`src/rtl/vga_timing_pkg.sv`:
```
// VGA 640x480@60 Hz timing constants shared by the sync generator and its users.
`timescale 1ns/1ps
package vga_timing_pkg;

  localparam int unsigned H_DISPLAY = 640;
  localparam int unsigned H_FRONT   = 16;
  localparam int unsigned H_SYNC    = 96;
  localparam int unsigned H_BACK    = 48;
  localparam int unsigned V_DISPLAY = 480;
  localparam int unsigned V_FRONT   = 10;
  localparam int unsigned V_SYNC    = 2;
  localparam int unsigned V_BACK    = 33;

  localparam int unsigned H_TOTAL      = H_DISPLAY + H_FRONT + H_SYNC + H_BACK;
  localparam int unsigned V_TOTAL      = V_DISPLAY + V_FRONT + V_SYNC + V_BACK;
  localparam int unsigned H_SYNC_START = H_DISPLAY + H_FRONT;
  localparam int unsigned H_SYNC_END   = H_SYNC_START + H_SYNC - 1;
  localparam int unsigned V_SYNC_START = V_DISPLAY + V_FRONT;
  localparam int unsigned V_SYNC_END   = V_SYNC_START + V_SYNC - 1;

  // Width of the hpos/vpos counters; totals must fit in it.
  localparam int unsigned CNT_W = 10;

endpackage

```
`src/rtl/vga_hvsync_generator.sv`:
```
// Free-running VGA timing generator: pixel/line counters, active-low syncs and
// a display-enable flag. Syncs are registered from next-state counters so they
// line up with hpos/vpos on the same cycle.
`timescale 1ns/1ps
module vga_hvsync_generator #(
  parameter int unsigned H_DISPLAY = vga_timing_pkg::H_DISPLAY,
  parameter int unsigned H_FRONT   = vga_timing_pkg::H_FRONT,
  parameter int unsigned H_SYNC    = vga_timing_pkg::H_SYNC,
  parameter int unsigned H_BACK    = vga_timing_pkg::H_BACK,
  parameter int unsigned V_DISPLAY = vga_timing_pkg::V_DISPLAY,
  parameter int unsigned V_FRONT   = vga_timing_pkg::V_FRONT,
  parameter int unsigned V_SYNC    = vga_timing_pkg::V_SYNC,
  parameter int unsigned V_BACK    = vga_timing_pkg::V_BACK
) (
  input  logic       clk,
  input  logic       rst_n,
  output logic       hsync,
  output logic       vsync,
  output logic       display_on,
  output logic [9:0] hpos,
  output logic [9:0] vpos
);

  localparam int unsigned W = vga_timing_pkg::CNT_W;

  // Totals must stay at or below 1024 so the 10-bit counters never overflow.
  localparam int unsigned H_TOTAL = H_DISPLAY + H_FRONT + H_SYNC + H_BACK;
  localparam int unsigned V_TOTAL = V_DISPLAY + V_FRONT + V_SYNC + V_BACK;

  localparam logic [W-1:0] H_LAST   = W'(H_TOTAL - 1);
  localparam logic [W-1:0] V_LAST   = W'(V_TOTAL - 1);
  localparam logic [W-1:0] H_VIS    = W'(H_DISPLAY);
  localparam logic [W-1:0] V_VIS    = W'(V_DISPLAY);
  localparam logic [W-1:0] HS_START = W'(H_DISPLAY + H_FRONT);
  localparam logic [W-1:0] HS_END   = W'(H_DISPLAY + H_FRONT + H_SYNC - 1);
  localparam logic [W-1:0] VS_START = W'(V_DISPLAY + V_FRONT);
  localparam logic [W-1:0] VS_END   = W'(V_DISPLAY + V_FRONT + V_SYNC - 1);

  logic [W-1:0] hpos_q, hpos_d;
  logic [W-1:0] vpos_q, vpos_d;
  logic         hsync_q, hsync_d;
  logic         vsync_q, vsync_d;
  logic         line_end;

  // Next-state counters and syncs derived from the next-state counters.
  always_comb begin
    line_end = (hpos_q == H_LAST);
    hpos_d   = line_end ? '0 : hpos_q + 1'b1;
    vpos_d   = vpos_q;
    if (line_end) begin
      vpos_d = (vpos_q == V_LAST) ? '0 : vpos_q + 1'b1;
    end
    hsync_d = !((hpos_d >= HS_START) && (hpos_d <= HS_END));
    vsync_d = !((vpos_d >= VS_START) && (vpos_d <= VS_END));
  end

  // Counter and sync state; async reset parks at frame start with syncs idle.
  always_ff @(posedge clk or negedge rst_n) begin
    if (!rst_n) begin
      hpos_q  <= '0;
      vpos_q  <= '0;
      hsync_q <= 1'b1;
      vsync_q <= 1'b1;
    end else begin
      hpos_q  <= hpos_d;
      vpos_q  <= vpos_d;
      hsync_q <= hsync_d;
      vsync_q <= vsync_d;
    end
  end

  assign hpos       = hpos_q;
  assign vpos       = vpos_q;
  assign hsync      = hsync_q;
  assign vsync      = vsync_q;
  assign display_on = (hpos_q < H_VIS) && (vpos_q < V_VIS);

endmodule

```
`config.mk`:
```
export PLATFORM = sky130hd
export DESIGN_NAME = vga_hvsync_generator
export DESIGN_NICKNAME = d
export VERILOG_FILES = /design/src/rtl/vga_timing_pkg.sv /design/src/rtl/vga_hvsync_generator.sv
export SDC_FILE = /design/constraint.sdc
export NUM_CORES = 1
export LEC_CHECK = 0
export CAP_MARGIN = 10
export CORE_UTILIZATION = 39
export CTS_CLUSTER_SIZE = 12
export DETAILED_ROUTE_END_ITERATION = 16
export DONT_BUFFER_PORTS = 1
export GPL_ROUTABILITY_DRIVEN = 0
export PLACE_DENSITY = 0.61
export SYNTH_ARGS = -nofsm -noshare
export SYNTH_HDL_FRONTEND = slang
export SYNTH_SLANG_ARGS = --single-unit
```
`constraint.sdc`:
```
create_clock -name clk -period 2 [get_ports clk]
set_input_delay 0.2 -clock clk [delete_from_list [all_inputs] [get_ports clk]]
set_output_delay 0.2 -clock clk [all_outputs]
set_load 0.1 [all_outputs]
```
==> reports/qor.csv <==
stage;metric;value;unit
outcome;status;finished, final reports clean;
cts;CTS tree;built;
timing;Setup Viol. Count Final;0;
place;IO buf count;0;
cts;# clock sinks;22;
logic_synthesis;ys flop type;dfrtp_1;
setup_path;crit path max fanout;7;
global_routing;GRT Overall Usage;0.171;
timing;actual slew at the worst max-slew pin;0.980;ns
floorplan;Core Region;0.00313;mm^2
logic_synthesis;register bit count reported by yosys;22;
timing;crit path time final;1.77;ns
setup_path;Critical Path, Cell by Cell;ha_4 > and4_1 > and4bb_4 > nand4_1 > a311oi_1 > a21o_1;
min_path;Hold WC Path Type;primary input to asynchronous set/reset pin;
final_layout;area grow syn2layout;21.5;%
logic_synthesis;EDFF count, synth;0;
routing;drt pass-1 iters;4;
cts;Clock Tree Buf Depth;2;
timing;fin. max-slew vios;0;
routing;antenna viol nets, final;0;
final_layout;most frequent cells in the layout;buf_4, dfrtp_2, nor2_1, nand3_1;
cts;clock network latency to the later pin of the worst-skew pair;0.32;ns
global_routing;number of global-route vias before repair;956;
floorplan;initial core utilization;0.424;
setup_path;critical path type;register to register;
final_layout;commonest non-fill, non-tap cell in the layout;buf_4;
setup_path;CP endpoint kind;register;
place;placed cell area;0.00156;mm^2
logic_synthesis;Netlist cell types;45;
final_layout;Final Cell Area;0.00161;mm^2
setup_path;CP arrival;2.04;ns
power_and_ir_drop;P_leak;0.000691;uW
timing;RSZ-0062 raised after global routing;false;
power_and_ir_drop;total power;714;uW
timing;final hold violation count;0;
timing;Slew HR;0.345;
routing;Vias;1108;
setup_path;CP max stage delay;0.45;ns
floorplan;Die Y;60.3;um
floorplan;Die Width;60.3;um
power_and_ir_drop;Pwr per Cell Area;444;mW/mm^2
cts;CTS HTree Levels;1;
logic_synthesis;asr flop ratio synth;1.00;
timing;period utilisation layout;0.887;
final_layout;nets@finish;163;
floorplan;Die Area;0.00363;mm^2
setup_path;WP data required;2.26;ns
cts;number of CTS-inserted buffers;3;
global_routing;gr ovfl total;0;
setup_path;CP Launch Type;register;
global_routing;first-pass GRT wire length;4510;um
routing;DRC viols;0;
routing;Post-Route WL;2910;um
place;Detail Placement HPWL;2140;um
logic_synthesis;Seq/Total Area, Yosys;0.417;
floorplan;I/O pin count;25;
setup_path;crit path from;hpos[1];
floorplan;# rows;20;
job;number of max-cap violations;0;
setup_path;R2R depth;6;
setup_path;Worst path slowest cell;dfrtp_4;
routing;1st-iter DRT viols;47;
cts;clock-pin transition on the worst setup and hold timing paths;0.13;ns
routing;Avg WL per Cell;14.5;um
logic_synthesis;syn_area_per_cell;9.81;um^2
logic_synthesis;synthesized area;0.00133;mm^2
logic_synthesis;Mapped Nets;141;
routing;post-DR vias/cell;5.54;
logic_synthesis;YS warnings;0;
logic_synthesis;Synth Instances;135;
setup_path;flop-to-flop setup slack;0.23;ns
timing;f_max;563;MHz
global_routing;pin count of the biggest net entering global routing;23;
final_layout;Ant. Diodes;0;
power_and_ir_drop;maximum VDD drop;182;uV
cts;clock root buffer master;clkbuf_4;
final_layout;share of cells above drive strength 1;0.372;
setup_path;Critical R2R Launch;hpos[1];
global_routing;antenna violations before repair;0;
timing;clk_skew;0.00852;ns
==> state kept, by name, indices dropped and copies added (netlist names) <==
signal	count
vsync	1
hpos	10
vpos	10
hsync	1
==> layer usage <==
layer,part of all wire,vias up,global-route usage
met5,0,-,0
met4,0.0076,0,0.0797
met3,0.055,4,0.0281
met2,0.45,40,0.245
met1,0.48,517,0.247
li1,-,547,-
==> logic make-up after synthesis <==
group | synth area share
muxes | 0.0198
adders and majority gates | 0.0378
buffers and inverters | 0.0595
DFF | 0.417
and+or+nand+nor | 0.254
AOI/OAI and AO/OA | 0.145
xor gates and xnor gates | 0.0661
==> cells in the mapped netlist, types with 2 or more instances <==
| cell type | instances | area [um^2] |
|---|---|---|
| nor2_1 | 10 | 37.5 |
| buf_2 | 3 | 15.0 |
| a311oi_1 | 2 | 17.5 |
| xor2_1 | 3 | 26.3 |
| a21oi_1 | 4 | 20.0 |
| ha_1 | 4 | 50.1 |
| nand3_1 | 10 | 50.1 |
| dfstp_2 | 2 | 52.6 |
| o21ai_0 | 4 | 20.0 |
| and3b_1 | 2 | 17.5 |
| and4_1 | 2 | 17.5 |
| nor2b_1 | 3 | 18.8 |
| nor3_1 | 5 | 25.0 |
| nor4_1 | 2 | 12.5 |
| xnor2_1 | 7 | 61.3 |
| dfrtp_1 | 20 | 500 |
| nand2_1 | 7 | 26.3 |
| and3_2 | 2 | 15.0 |
| and3_1 | 4 | 25.0 |
| inv_1 | 6 | 22.5 |
| nand4_1 | 5 | 31.3 |
| a31oi_1 | 2 | 12.5 |
| a22o_1 | 3 | 26.3 |
| buf_4 | 2 | 15.0 |
==> final timing paths <==
check                           endpoint
worst max-delay path             vpos[4]
worst min-delay path             hpos[9]
worst max register to register   vpos[4]
worst min register to register   vpos[8]
max in group asynchronous        hpos[0]
min in group clk                 vpos[8]
==> power by group <==
group / leakage, uW / switching, uW / total, uW / internal [uW]
Combinational: 0.000412 / 8.24 / 9.54 / 1.30
Sequential: 0.000258 / 0 / 445 / 445
Clock: 0.0000210 / 149 / 260 / 111
==> layout make-up <==
type	instances	area (um^2)
fill	285	1520
timing repair buffer	24	195
sequential	22	584
clock buffer	4	36.3
multi-input combinational	100	717
inverter	6	22.5
tap	44	55.1
==> stage by stage <==
stage	std cells	util	setup TNS [ns]	hold WS [ns]	setup slack [ns]
2_1_floorplan	135	-	-0.0322	-0.0956	-0.0165
3_3_place_gp	195	0.500	0	-0.0950	0.292
3_5_place_dp	195	0.500	0	-0.0950	0.277
4_1_cts	200	0.515	0	0.512	0.232
5_1_grt	200	0.515	0	0.553	0.103
6_report	200	0.515	0	0.466	0.225
==> worst max-delay path, delay by kind of cell, from the launching register on <==
kind / cells / cell delay [ns]
fa+ha+maj: 1 / 0.17
flops: 1 / 0.45
simple gates: 3 / 0.71
compound gates: 2 / 0.39
==> what timing repair did <==
| action | in CTS | in global routing |
|---|---|---|
| hold buffers | 1 | 0 |
| endpoints found under the setup margin | 0 | 0 |
| gates resized for setup | 0 | 0 |
| hold endpoints to repair | 22 | 0 |
| setup buffers | 0 | 0 |
No activity file was read; power rests on OpenSTA's default activity.
